File: config.mk
export PLATFORM = sky130hd
export DESIGN_NAME = ex_stage_flat
export DESIGN_NICKNAME = d
export VERILOG_FILES = /design/src/rtl/ex_stage_if.sv /design/src/rtl/ex_stage.sv /design/src/flat_wrapper.sv
export SDC_FILE = /design/constraint.sdc
export NUM_CORES = 1
export LEC_CHECK = 0
export ABC_AREA = 1
export CORE_MARGIN = 4
export CORE_UTILIZATION = 50
export CTS_CLUSTER_DIAMETER = 200
export DETAILED_ROUTE_END_ITERATION = 10
export GPL_TIMING_DRIVEN = 0
export PLACE_DENSITY = 0.77
export SLEW_MARGIN = 20
export SYNTH_ARGS = -nofsm -noshare
export SYNTH_HDL_FRONTEND = slang
export SYNTH_SLANG_ARGS = --single-unit
File: constraint.sdc
create_clock -name clk -period 3.9 [get_ports clk]
set_input_delay 0.39 -clock clk [delete_from_list [all_inputs] [get_ports clk]]
set_output_delay 0.39 -clock clk [all_outputs]
set_load 0.005 [all_outputs]
File: src/rtl/ex_stage_if.sv
// ----------------------------------------------------------------------------
// ex_stage_if
// Purpose : Groups the execute-stage buses of the 5-stage MIPS core into one
//           interface. The stage itself connects through the slave modport.
//           The surrounding pipeline (decode, memory stage, data SRAM,
//           stall controller) connects through the master modport.
// Signals :
//   stall           per-stage stall vector, 1 = stop (bit 2 = EX, bit 3 = MEM)
//   id_to_ex_bus    decode -> execute instruction bundle
//   ex_to_mem_bus   execute -> memory bundle
//   ex_to_id_bus    {rf_we, rf_waddr, result} forwarding source for decode
//   stallreq_load   EX holds a load with a nonzero destination
//   data_sram_en    data SRAM access enable
//   data_sram_wen   data SRAM byte write enables
//   data_sram_addr  data SRAM byte address
//   data_sram_wdata data SRAM store data
// ----------------------------------------------------------------------------
interface ex_stage_if #(
    parameter int ID_TO_EX_WD  = 159,
    parameter int EX_TO_MEM_WD = 76,
    parameter int EX_TO_ID_WD  = 38,
    parameter int STALL_WD     = 6
);
    logic [STALL_WD-1:0]     stall;
    logic [ID_TO_EX_WD-1:0]  id_to_ex_bus;
    logic [EX_TO_MEM_WD-1:0] ex_to_mem_bus;
    logic [EX_TO_ID_WD-1:0]  ex_to_id_bus;
    logic                    stallreq_load;
    logic                    data_sram_en;
    logic [3:0]              data_sram_wen;
    logic [31:0]             data_sram_addr;
    logic [31:0]             data_sram_wdata;

    modport master (
        output stall, id_to_ex_bus,
        input  ex_to_mem_bus, ex_to_id_bus, stallreq_load,
        input  data_sram_en, data_sram_wen, data_sram_addr, data_sram_wdata
    );

    modport slave (
        input  stall, id_to_ex_bus,
        output ex_to_mem_bus, ex_to_id_bus, stallreq_load,
        output data_sram_en, data_sram_wen, data_sram_addr, data_sram_wdata
    );
endinterface

File: src/rtl/ex_stage.sv
// ----------------------------------------------------------------------------
// ex_stage
// Purpose : Execute stage of the 5-stage MIPS core. Registers the decode
//           bundle, computes the ALU result, issues the data SRAM request for
//           loads/stores, forwards {rf_we, rf_waddr, result} back to decode
//           and flags a load-use hazard candidate.
// Ports   :
//   clk  in  core clock, rising edge
//   rst  in  asynchronous active-low reset
//   bus  ex_stage_if.slave
//          in : stall, id_to_ex_bus
//          out: ex_to_mem_bus, ex_to_id_bus, stallreq_load,
//               data_sram_en, data_sram_wen, data_sram_addr, data_sram_wdata
// All outputs are combinational from the pipeline register, so an
// instruction captured on an edge is visible on every output in that cycle.
// ----------------------------------------------------------------------------
module ex_stage #(
    parameter int ID_TO_EX_WD  = 159,
    parameter int EX_TO_MEM_WD = 76,
    parameter int EX_TO_ID_WD  = 38,
    parameter int STALL_WD     = 6
) (
    input  logic        clk,
    input  logic        rst,
    ex_stage_if.slave   bus
);

    // ---------------- stage boundary: decode -> execute register ----------------
    logic [ID_TO_EX_WD-1:0] id_ex_p0;

    // stall[2] alone drains EX with a bubble; stall[2] with stall[3] freezes it
    // because the memory stage cannot accept the current instruction yet.
    always_ff @(posedge clk or negedge rst) begin
        if (!rst) begin
            id_ex_p0 <= '0;
        end else if (bus.stall[2]) begin
            if (!bus.stall[3]) begin
                id_ex_p0 <= '0;
            end
        end else begin
            id_ex_p0 <= bus.id_to_ex_bus;
        end
    end

    logic [31:0] pc_p0;
    logic [31:0] inst_p0;
    logic [11:0] alu_op_p0;
    logic [2:0]  src1_sel_p0;
    logic [3:0]  src2_sel_p0;
    logic        ram_en_p0;
    logic [3:0]  ram_wen_p0;
    logic        rf_we_p0;
    logic [4:0]  rf_waddr_p0;
    logic        sel_rf_res_p0;
    logic [31:0] rdata1_p0;
    logic [31:0] rdata2_p0;

    assign pc_p0         = id_ex_p0[158:127];
    assign inst_p0       = id_ex_p0[126:95];
    assign alu_op_p0     = id_ex_p0[94:83];
    assign src1_sel_p0   = id_ex_p0[82:80];
    assign src2_sel_p0   = id_ex_p0[79:76];
    assign ram_en_p0     = id_ex_p0[75];
    assign ram_wen_p0    = id_ex_p0[74:71];
    assign rf_we_p0      = id_ex_p0[70];
    assign rf_waddr_p0   = id_ex_p0[69:65];
    assign sel_rf_res_p0 = id_ex_p0[64];
    assign rdata1_p0     = id_ex_p0[63:32];
    assign rdata2_p0     = id_ex_p0[31:0];

    // Opcode/register fields of inst are decoded upstream; only the
    // immediate and shift amount are consumed here.
    logic unused_fields;
    assign unused_fields = ^{inst_p0[31:16], bus.stall[STALL_WD-1:4], bus.stall[1:0]};

    // Operand muxes are AND-OR over one-hot selects, so an empty select
    // yields 0 and an illegal multi-hot select ORs the candidates.
    logic [31:0] src1;
    logic [31:0] src2;
    logic [31:0] imm_sext;
    logic [31:0] imm_zext;
    logic [31:0] sa_zext;

    assign imm_sext = {{16{inst_p0[15]}}, inst_p0[15:0]};
    assign imm_zext = {16'b0, inst_p0[15:0]};
    assign sa_zext  = {27'b0, inst_p0[10:6]};

    assign src1 = ({32{src1_sel_p0[0]}} & rdata1_p0)
                | ({32{src1_sel_p0[1]}} & pc_p0)
                | ({32{src1_sel_p0[2]}} & sa_zext);

    assign src2 = ({32{src2_sel_p0[0]}} & rdata2_p0)
                | ({32{src2_sel_p0[1]}} & imm_sext)
                | ({32{src2_sel_p0[2]}} & 32'd8)
                | ({32{src2_sel_p0[3]}} & imm_zext);

    logic signed [31:0] src1_s;
    logic signed [31:0] src2_s;
    assign src1_s = $signed(src1);
    assign src2_s = $signed(src2);

    logic [4:0]  shamt;
    logic [31:0] add_res;
    logic [31:0] sub_res;
    logic [31:0] slt_res;
    logic [31:0] sltu_res;
    logic [31:0] sll_res;
    logic [31:0] srl_res;
    logic [31:0] sra_res;
    logic [31:0] lui_res;

    assign shamt    = src1[4:0];
    assign add_res  = src1 + src2;
    assign sub_res  = src1 - src2;
    assign slt_res  = {31'b0, (src1_s < src2_s)};
    assign sltu_res = {31'b0, (src1 < src2)};
    assign sll_res  = src2 << shamt;
    assign srl_res  = src2 >> shamt;
    assign sra_res  = $unsigned(src2_s >>> shamt);
    assign lui_res  = {src2[15:0], 16'b0};

    // alu_op bit order, MSB first: add sub slt sltu and nor or xor sll srl sra lui
    logic [31:0] result;
    assign result = ({32{alu_op_p0[11]}} & add_res)
                  | ({32{alu_op_p0[10]}} & sub_res)
                  | ({32{alu_op_p0[9]}}  & slt_res)
                  | ({32{alu_op_p0[8]}}  & sltu_res)
                  | ({32{alu_op_p0[7]}}  & (src1 & src2))
                  | ({32{alu_op_p0[6]}}  & ~(src1 | src2))
                  | ({32{alu_op_p0[5]}}  & (src1 | src2))
                  | ({32{alu_op_p0[4]}}  & (src1 ^ src2))
                  | ({32{alu_op_p0[3]}}  & sll_res)
                  | ({32{alu_op_p0[2]}}  & srl_res)
                  | ({32{alu_op_p0[1]}}  & sra_res)
                  | ({32{alu_op_p0[0]}}  & lui_res);

    // ---------------- stage boundary: execute -> memory / decode ----------------
    logic waddr_nz;
    assign waddr_nz = |rf_waddr_p0;

    assign bus.ex_to_mem_bus = {pc_p0, ram_en_p0, ram_wen_p0, sel_rf_res_p0,
                                rf_we_p0, rf_waddr_p0, result};

    // $0 is never a real destination, so it must not win a forwarding compare.
    // For loads the result is the address; decode relies on stallreq_load.
    assign bus.ex_to_id_bus  = {rf_we_p0 & waddr_nz, rf_waddr_p0, result};

    assign bus.stallreq_load = ram_en_p0 & ~(|ram_wen_p0) & rf_we_p0 & waddr_nz;

    assign bus.data_sram_en    = ram_en_p0;
    assign bus.data_sram_wen   = ram_wen_p0;
    assign bus.data_sram_addr  = result;
    assign bus.data_sram_wdata = rdata2_p0;

endmodule

File: src/flat_wrapper.sv
// flat-port wrapper written by rule: the top's interface ports become plain ports
module ex_stage_flat 
#(
    parameter int ID_TO_EX_WD  = 159,
    parameter int EX_TO_MEM_WD = 76,
    parameter int EX_TO_ID_WD  = 38,
    parameter int STALL_WD     = 6
)
  (clk, rst, bus_stall, bus_id_to_ex_bus, bus_ex_to_mem_bus, bus_ex_to_id_bus, bus_stallreq_load, bus_data_sram_en, bus_data_sram_wen, bus_data_sram_addr, bus_data_sram_wdata);
  ex_stage_if #(.ID_TO_EX_WD(ID_TO_EX_WD), .EX_TO_MEM_WD(EX_TO_MEM_WD), .EX_TO_ID_WD(EX_TO_ID_WD), .STALL_WD(STALL_WD)) bus_i ();
  input  logic clk;
  input  logic rst;
  input wire logic [$bits(bus_i.stall)-1:0] bus_stall;
  input wire logic [$bits(bus_i.id_to_ex_bus)-1:0] bus_id_to_ex_bus;
  output wire logic [$bits(bus_i.ex_to_mem_bus)-1:0] bus_ex_to_mem_bus;
  output wire logic [$bits(bus_i.ex_to_id_bus)-1:0] bus_ex_to_id_bus;
  output wire logic [$bits(bus_i.stallreq_load)-1:0] bus_stallreq_load;
  output wire logic [$bits(bus_i.data_sram_en)-1:0] bus_data_sram_en;
  output wire logic [$bits(bus_i.data_sram_wen)-1:0] bus_data_sram_wen;
  output wire logic [$bits(bus_i.data_sram_addr)-1:0] bus_data_sram_addr;
  output wire logic [$bits(bus_i.data_sram_wdata)-1:0] bus_data_sram_wdata;
  assign bus_i.stall = bus_stall;
  assign bus_i.id_to_ex_bus = bus_id_to_ex_bus;
  assign bus_ex_to_mem_bus = bus_i.ex_to_mem_bus;
  assign bus_ex_to_id_bus = bus_i.ex_to_id_bus;
  assign bus_stallreq_load = bus_i.stallreq_load;
  assign bus_data_sram_en = bus_i.data_sram_en;
  assign bus_data_sram_wen = bus_i.data_sram_wen;
  assign bus_data_sram_addr = bus_i.data_sram_addr;
  assign bus_data_sram_wdata = bus_i.data_sram_wdata;
  ex_stage #(.ID_TO_EX_WD(ID_TO_EX_WD), .EX_TO_MEM_WD(EX_TO_MEM_WD), .EX_TO_ID_WD(EX_TO_ID_WD), .STALL_WD(STALL_WD)) u_core (.clk(clk), .rst(rst), .bus(bus_i));
endmodule
==> results of run 1 <==
## metal layers
metal,GRT overflow,GRT usage
met3,1,0.581
met1,0,0.707
met2,8,0.856
met4,8,0.669
met5,0,0.317
## through the flow
stage                     instances  setup TNS (ns)
after floorplan                2835               0
after global placement         3611         -504.90
after detailed placement       3612          -74.70
after CTS                      3781           -2.33
## cells by family after synthesis
logic type / Yosys count / synth area share
flops: 143 / 0.207
compound gates: 527 / 0.183
buf+inv: 723 / 0.197
fa+ha+maj: 97 / 0.0710
simple gates: 1341 / 0.340
xor+xnor: 4 / 0.00202
## synthesized netlist by cell type (23+ instances only)
cell,instances
sky130_fd_sc_hd__nand2_1,607
sky130_fd_sc_hd__nand3_1,462
sky130_fd_sc_hd__inv_1,400
sky130_fd_sc_hd__nor2_1,169
sky130_fd_sc_hd__buf_4,156
sky130_fd_sc_hd__o21ai_0,151
sky130_fd_sc_hd__dfrtp_1,143
sky130_fd_sc_hd__o22ai_1,120
sky130_fd_sc_hd__a21oi_1,109
sky130_fd_sc_hd__ha_1,95
sky130_fd_sc_hd__clkbuf_1,67
sky130_fd_sc_hd__buf_2,44
sky130_fd_sc_hd__o211ai_1,39
sky130_fd_sc_hd__nand4_1,29
sky130_fd_sc_hd__o21ai_1,26
sky130_fd_sc_hd__nor3_1,23
## repair_timing
action / in CTS
gates cloned: 7
resized for setup: 704
endpoints found under the hold margin: 39
setup buffers: 138
endpoints found under the setup margin: 96
pin swaps: 138
hold buffers: 1
==> run metrics, run 1 <==
net count after synthesis 3099; starting density of the core 0.511; last weighted congestion value of the routability-driven placer approximately 1.2; post-synthesis sequential area ratio 0.207; number of warnings reported in the yosys synthesis log 0; worst setup slack before clock tree synthesis -1.12 ns; Exit stage global routing (5_1_grt); CTS Buf Count 17; mean instance size in the synthesized netlist ~6.1 sq um; tool error message [ERROR GRT-0232] Routing congestion too high. Check the congestion heatmap in the GUI.; total number of clock tree sinks about 140; Seq cells post-synth 143; share of flip-flops with an asynchronous set or reset 1.00; main flop type after synthesis sky130_fd_sc_hd__dfrtp_1; Gate Count Post-Synth 2835; overall track demand over capacity in global routing 0.706; pin count of the biggest net entering global routing 105; most area-hungry cell type in the Yosys netlist sky130_fd_sc_hd__dfrtp_1; number of distinct library cells after synthesis 52; die height 194 um; Synth Cell Area 17300 sq um; worst-slack endpoint at the end of global-route timing repair bus_ex_to_mem_bus[28]; Die W slightly below 200 um; Area contributors post-synth sky130_fd_sc_hd__dfrtp_1 (21%), sky130_fd_sc_hd__nand3_1 (13%), sky130_fd_sc_hd__nand2_1 (13%); share of Yosys cell area claimed by the top area cell type 0.207; overall overflow remaining after global route 17; EDFF count, synth 0; H-tree Lvls 4; clock tree root buffer cell sky130_fd_sc_hd__clkbuf_16; outcome did not finish; DP HPWL ~75000 um; number of placement rows 67; Ports 351; count of buffers inserted at the top-level ports roughly 330; CTS Buffer Depth 2; Worst endpoint type top-level output; instance area at placement roughly 21000 sq um
==> run 2, diff against run 1 <==
- CORE_UTILIZATION: 50 -> 35
- CTS_CLUSTER_DIAMETER: 200 -> default
- PLACE_DENSITY: 0.77 -> default
- PLACE_DENSITY_LB_ADDON: default -> 0.15
==> run 2 against run 1 <==
  * The flow now finishes, with violations (negative setup slack)
  * Area after synthesis unchanged
  * Synthesized cell count unchanged
==> run metrics, run 2 <==
Synth Cell Area 17300 sq um; routed wire length 109000 um; crit start category flip-flop; count of final max-slew check failures 0; CTS Buffer Depth 2; share of Yosys cell area claimed by the top area cell type 0.207; share of flip-flops with an asynchronous set or reset 1.00; CTS Buf Count 17; number of DRC markers after the initial detailed-route iteration 2574; top register by number of flip-flops u_core.id_ex_p0; endpoint type of the worst setup path output port; number of buffers and inverters on the critical path 4; internal power of the cells 0.00559 W; share of the clock period used by the worst path 1.05; most common cell after layout, fill and taps aside sky130_fd_sc_hd__nand2_1; arrival time at the worst endpoint 3.70 ns; Die W 230 um; delay of the slowest critical-path stage between 0.7 and 0.8 ns; Cell Pwr Density 374 nW/um^2; Area growth, synth to finish 61.3%; Largest regs u_core.id_ex_p0: 143 flops; count of nets after finishing 3690; overall overflow remaining after global route 0; setup repair after global routing missed its margin yes; number of warnings reported in the yosys synthesis log 0; actual slew at the worst max-slew pin 1.20 ns; leakage power around 13 nW; Final ANT Viol Nets 0; worst ir drop on vdd ~340 uV; initial antenna violation count 10; area of the core 49000 sq um; number of placement rows slightly above 80; cell count of the worst hold path 3; number of distinct library cells after synthesis 52; DP HPWL 83100 um; min Tclk post-route 4.09 ns; Seq cells post-synth 143; starting density of the core 0.353; H-tree Lvls 4; CP max FO 10; violated checks negative setup slack; count of buffers inserted at the top-level ports 328; clock tree skew after final layout 0 ns; clock tree from TritonCTS yes; cell with the most instances after synthesis sky130_fd_sc_hd__nand2_1; type of the most critical hold path input port to flip-flop; combinational power share 0.674; Flop pwr share 0.161; routed length per placed instance roughly 27 um; total die area 53000 sq um; setup slack after layout -0.195 ns; R2R depth 3; number of placed instances, taps included 3828; Ports 351; flip-flop count of the largest register, all copies and words added about 140; non-filler instance count after layout 4104; share of total power consumed by net switching 0.464; overall track demand over capacity in global routing 0.389; mean instance size in the synthesized netlist 6.10 sq um; clock tree root buffer cell sky130_fd_sc_hd__clkbuf_16; commonest cells after routing, fill and taps aside sky130_fd_sc_hd__nand2_1 (500), sky130_fd_sc_hd__nand3_1 (379), sky130_fd_sc_hd__inv_1 (334); number of optimization iterations in the first detailed-route pass 8; post-route standard cell area excluding fillers 27900 sq um; pin count of the biggest net entering global routing 95; fraction of final layout cells sized beyond drive strength 1 0.332; post-synthesis sequential area ratio 0.207; instance area at placement 21500 sq um; wire length of the first global-routing pass ~150000 um; total count of hold-check failures in the final report 0; total number of clock tree sinks ~140; detailed-route vias per instance 5.76; number of gates on the worst path with buffers counted 9; insertion delay of the later-clocked pin in the worst-skew pair 0.43 ns; clock network fraction of design power 0.165; startpoint-to-endpoint class of the critical path flip-flop to output port; Area contributors post-synth sky130_fd_sc_hd__dfrtp_1 (21%), sky130_fd_sc_hd__nand3_1 (13%), sky130_fd_sc_hd__nand2_1 (13%); via total after detailed routing 23700; Post-synth top cells sky130_fd_sc_hd__nand2_1 (607), sky130_fd_sc_hd__nand3_1 (462), sky130_fd_sc_hd__inv_1 (400); Gate Count Post-Synth about 2800; WP data required roughly 3.5 ns; via count of the first global-routing pass about 22000; count of maximum capacitance violations 0; Relative slew margins 0.202; number of endpoints failing setup at the final stage 46; Slowest cell on crit path sky130_fd_sc_hd__clkbuf_1; clock edge transition at the registers on the reported setup and hold paths roughly 0.060 ns; EDFF count, synth 0; number of remaining DRC errors 0; most area-hungry cell type in the Yosys netlist sky130_fd_sc_hd__dfrtp_1; net count after synthesis 3099; last weighted congestion value of the routability-driven placer 1.08; gate family responsible for the most delay along the worst path buffers and inverters; worst setup slack before clock tree synthesis -1.62 ns; die height 230 um; outcome complete, but fails checks; worst-path cell chain clkinv_1 -> clkbuf_1 -> o21ai_0 -> a221oi_1 -> o211ai_1 -> nor2_1 -> nand2_1 -> buf_4 -> dlygate4sd2_1; Max Clock Freq roughly 0.24 GHz; main flop type after synthesis sky130_fd_sc_hd__dfrtp_1; net switching component of the power 0.00485 W
## run 2: worst reg2reg max path, cell delays in order, from the launching register on
cell	delay, ns
sky130_fd_sc_hd__dfrtp_1	0.32
sky130_fd_sc_hd__clkbuf_1	0.62
sky130_fd_sc_hd__clkinv_1	0.85
sky130_fd_sc_hd__o22ai_1	0.31
## run 2: metal layers
layer,vias to the layer above,global-route usage,part of all wire
li1,10400,-,-
met1,11300,0.500,0.39
met2,1516,0.589,0.43
met3,345,0.108,0.11
met4,16,0.215,0.069
met5,-,0,0.00091
## run 2: cells by family (layout without fill, tap and decap cells)
family	Yosys count	in the layout	synth area share
AO/OA/AOI/OAI	527	527	0.183
XOR/XNOR	4	4	0.00202
adder cells (fa/ha/maj)	97	97	0.0710
buffers and inverters	723	1327	0.197
flip-flops	143	143	0.207
other	0	1	0
AND/OR/NAND/NOR	1341	1341	0.340
## run 2: worst paths after layout
path | slack [ns] | from | to
hold / removal | 0.39 | bus_stall[3] | u_core.id_ex_p0[0]$_DFFE_PN0P_
setup reg to reg | 1.70 | u_core.id_ex_p0[93]$_DFFE_PN0P_ | u_core.id_ex_p0[93]$_DFFE_PN0P_
hold reg to reg | 0.54 | u_core.id_ex_p0[64]$_DFFE_PN0P_ | u_core.id_ex_p0[64]$_DFFE_PN0P_
max in group asynchronous | 2.58 | rst | u_core.id_ex_p0[105]$_DFFE_PN0P_
setup / recovery | -0.19 | u_core.id_ex_p0[88]$_DFFE_PN0P_ | bus_ex_to_id_bus[7]
min in group asynchronous | 0.47 | rst | u_core.id_ex_p0[24]$_DFFE_PN0P_
## run 2: area by class of cell
class / count / area, sq um
Antenna cell: 1 / 2.50
Tap cell: 664 / 831
Inverter: 427 / 1730
Clock buffer: 24 / 492
Multi-Input combinational cell: 1969 / 13400
Sequential cell: 143 / 3580
Fill cell: 4698 / 21000
Timing Repair Buffer: 592 / 5640
Buffer: 275 / 2130
Clock inverter: 8 / 128
Timing Repair inverter: 1 / 8.76
## run 2: metrics by stage
stage / setup TNS [ns] / utilization / total power (W) / hold WS (ns)
6_report: -3.78 / 0.570 / 0.0104 / 0.387
5_1_grt: -8.60 / 0.570 / 0.0108 / 0.417
4_1_cts: -3.84 / 0.536 / 0.00964 / 0.377
3_5_place_dp: -105.95 / 0.438 / 0.00677 / 0.327
3_3_place_gp: -597.84 / 0.437 / 0.00674 / 0.499
2_1_floorplan: 0 / - / 0.00439 / 0.0944
## run 2: power by group through the flow
stage	Clock [W]	Sequential (W)	Combinational [W]
2_1_floorplan	0	0.00167	0.00272
3_3_place_gp	0	0.00170	0.00504
3_5_place_dp	0	0.00170	0.00506
4_1_cts	0.00173	0.00168	0.00623
5_1_grt	0.00180	0.00170	0.00733
6_report	0.00172	0.00169	0.00703
## run 2: what timing repair did
| item | 4_1_cts | 5_1_grt |
|---|---|---|
| resized for setup | 826 | 388 |
| pin swaps | 184 | 194 |
| setup endpoints to repair | 96 | 96 |
| buffers inserted | 170 | 95 |
| cloned | 5 | 0 |
| hold buffers | 1 | 0 |
| endpoints found under the hold margin | 49 | 0 |
No activity file was read; power rests on OpenSTA's default activity.
==> run 3, diff against run 2 <==
- CORE_MARGIN: 4 -> 2
==> run 3 against run 2 <==
  * The run still ends with negative setup slack left
  * Core utilization decreased by 1.2 points
  * Die area is 3.4% lower
  * Critical path depth grew 9
  * Setup slack worse by 0.052 ns
  * Via count fell by 0.88%
  * First-iteration DRC count is 3.2% higher
  * Clock skew is the same
  * Clock power barely moved
  * Global-route usage grew 1.2 points
  * Cell count fell by 0.78%
  * Combinational power is 1% lower
  * Hold slack better by 0.060 ns
  * Critical path type unchanged
  * Largest power group unchanged
  * Highest routed layer unchanged
==> run metrics, run 3 (synthesis results as in run 2) <==
share of total power consumed by net switching 0.464; number of DRC markers after the initial detailed-route iteration 2657; number of placement rows approximately 80; leakage power 12.9 nW; arrival time at the worst endpoint 3.76 ns; count of buffers inserted at the top-level ports 328; flip-flop count of the largest register, all copies and words added 143; endpoint type of the worst setup path output port; count of final max-slew check failures 0; Max Clock Freq roughly 0.24 GHz; net switching component of the power 0.00479 W; via count of the first global-routing pass 21900; Cell Pwr Density 378 nW/um^2; number of remaining DRC errors 0; via total after detailed routing 23400; commonest cells after routing, fill and taps aside sky130_fd_sc_hd__nand2_1 (504), sky130_fd_sc_hd__nand3_1 (381), sky130_fd_sc_hd__inv_1 (340); DP HPWL a little over 80000 um; fin util 0.558; wire length of the first global-routing pass between 100000 and 150000 um; worst flop-to-flop path startpoint u_core.id_ex_p0[93]$_DFFE_PN0P_; critical path capture point bus_data_sram_addr[23]; WP data required 3.51 ns; most common cell after layout, fill and taps aside sky130_fd_sc_hd__nand2_1; startpoint-to-endpoint class of the critical path flip-flop to output port; Flop pwr share 0.163; Ports around 350; area of the multi-input gates approximately 13000 sq um; setup repair after global routing missed its margin yes; outcome complete, but fails checks; total die area 51200 sq um; H-tree Lvls 4; clock tree root buffer cell sky130_fd_sc_hd__clkbuf_16; clock edge transition at the registers on the reported setup and hold paths 0.06 ns; min Tclk post-route 4.15 ns; internal power of the cells 0.00553 W; routed wire length 107000 um; combinational power share 0.672; CTS Buffer Depth 2; total count of hold-check failures in the final report 0; die height ~230 um; worst ir drop on vdd ~370 uV; slack of the worst reg-to-reg path 1.79 ns; area of the core approximately 50000 sq um; total of fill cells in the finished design between 4000 and 5000; overall track demand over capacity in global routing 0.401; Largest regs u_core.id_ex_p0: 143 flops; terminus of the critical flop-to-flop path u_core.id_ex_p0[93]$_DFFE_PN0P_; routed length per placed instance 26.3 um; actual slew at the worst max-slew pin 1.14 ns; initial antenna violation count 3; top register by number of flip-flops u_core.id_ex_p0; post-route standard cell area excluding fillers between 20000 and 30000 sq um; number of optimization iterations in the first detailed-route pass 6; count of nets after finishing 3657; Final ANT Viol Nets 0; sequential cell area 3580 sq um; last weighted congestion value of the routability-driven placer 1.06; clock tree from TritonCTS yes; count of maximum capacitance violations 0; Area growth, synth to finish 57.6%; Relative slew margins 0.242; number of endpoints failing setup at the final stage 54; overall overflow remaining after global route 0; type of the most critical hold path input port to flip-flop; instance area at placement 21500 sq um; CP startpoint u_core.id_ex_p0[77]$_DFFE_PN0P_; clock network fraction of design power 0.164; clock tree skew after final layout 0 ns; CTS Buf Count 17; violated checks negative setup slack; share of the clock period used by the worst path 1.06; detailed-route vias per instance roughly 5.8; CP max FO 5; pin count of the biggest net entering global routing 79; total number of clock tree sinks approximately 140; Die W around 230 um; setup slack after layout -0.246 ns; R2R depth 3; starting density of the core 0.354; insertion delay of the later-clocked pin in the worst-skew pair 0.43 ns; crit start category flip-flop; fraction of final layout cells sized beyond drive strength 1 0.317
-- run 3: cell types whose count changed in the layout (fill, tap and decap cells not counted), sizes merged, moves of 2 or more --
cell / previous run / this run
buf: 505 / 479
clkdlybuf4s15: 3 / 1
clkinv: 8 / 14
clkinvlp: 16 / 14
dlygate4sd2: 21 / 3
dlymetal6s2s: 8 / 18
-- run 3: layer usage --
| layer | global-route usage | routed length (um) |
|---|---|---|
| met1 | 0.521 | 42200 |
| met2 | 0.628 | 46800 |
| met3 | 0.0886 | 11600 |
| met4 | 0.195 | 6580 |
| met5 | 0 | 12 |
-- run 3: critical path: stages, from the launching register on --
cell and delay, ns:
sky130_fd_sc_hd__dfrtp_2 0.47, sky130_fd_sc_hd__inv_4 0.11, sky130_fd_sc_hd__nand2_8 0.08, sky130_fd_sc_hd__buf_12 0.16, sky130_fd_sc_hd__a21boi_4 0.15, sky130_fd_sc_hd__buf_12 0.15, sky130_fd_sc_hd__clkinvlp_4 0.11, sky130_fd_sc_hd__ha_4 0.32
sky130_fd_sc_hd__clkinvlp_4 0.16, sky130_fd_sc_hd__a21oi_4 0.23, sky130_fd_sc_hd__o21ai_4 0.10, sky130_fd_sc_hd__a21oi_2 0.17, sky130_fd_sc_hd__inv_1 0.07, sky130_fd_sc_hd__a21oi_2 0.15, sky130_fd_sc_hd__nand3_1 0.10, sky130_fd_sc_hd__nand3_2 0.10
sky130_fd_sc_hd__nand4_1 0.31, sky130_fd_sc_hd__buf_4 0.25, sky130_fd_sc_hd__buf_6 0.10
-- run 3: layout make-up --
cell class / instances / share of cell area
multi-input combinational: 1969 / 0.480
timing repair buffer: 553 / 0.194
sequential: 143 / 0.131
buffer: 280 / 0.0784
inverter: 427 / 0.0628
tap: 664 / 0.0305
clock buffer: 22 / 0.0174
clock inverter: 10 / 0.00496
timing repair inverter: 2 / 0.000367
antenna: 2 / 0.000184
-- run 3: worst min-delay path by stage --
stage | from | end | slack, ns | cells after the start
after floorplan | rst | u_core.id_ex_p0[0]$_DFFE_PN0P_ | 0.09 | 0
after global routing | bus_stall[3] | u_core.id_ex_p0[0]$_DFFE_PN0P_ | 0.47 | 3
after CTS | bus_stall[3] | u_core.id_ex_p0[132]$_DFFE_PN0P_ | 0.43 | 3
after detailed placement | rst | u_core.id_ex_p0[24]$_DFFE_PN0P_ | 0.38 | 1
final | bus_stall[3] | u_core.id_ex_p0[0]$_DFFE_PN0P_ | 0.45 | 3
after global placement | u_core.id_ex_p0[64]$_DFFE_PN0P_ | u_core.id_ex_p0[64]$_DFFE_PN0P_ | 0.50 | 2
-- run 3: timing repair --
item	in CTS	in global routing
hold endpoints to repair	65	0
endpoints found under the setup margin	96	96
buffers inserted	125	102
gates cloned	5	1
hold buffers	1	0
pin swaps	113	179
gates resized for setup	661	485
-- run 3: through the flow --
stage	power, W	worst slack (ns)	hold slack (ns)	TNS (ns)	instances
after floorplan	0.00439	0.637	0.0944	0	2835
after global placement	0.00673	-3.34	0.499	-574.03	3827
final	0.0103	-0.246	0.447	-5.22	4072
after detailed placement	0.00675	-1.49	0.381	-98.90	3829
after CTS	0.00936	-0.411	0.430	-10.32	3986
after global routing	0.0107	-0.311	0.469	-11.55	4070
-- run 3: power by group through the flow --
stage	registers [W]	clock network (W)	logic [W]
CTS	0.00168	0.00170	0.00598
detailed placement	0.00170	0	0.00505
global route	0.00170	0.00177	0.00722
finish	0.00169	0.00170	0.00694
global placement	0.00170	0	0.00503
floorplan	0.00167	0	0.00272
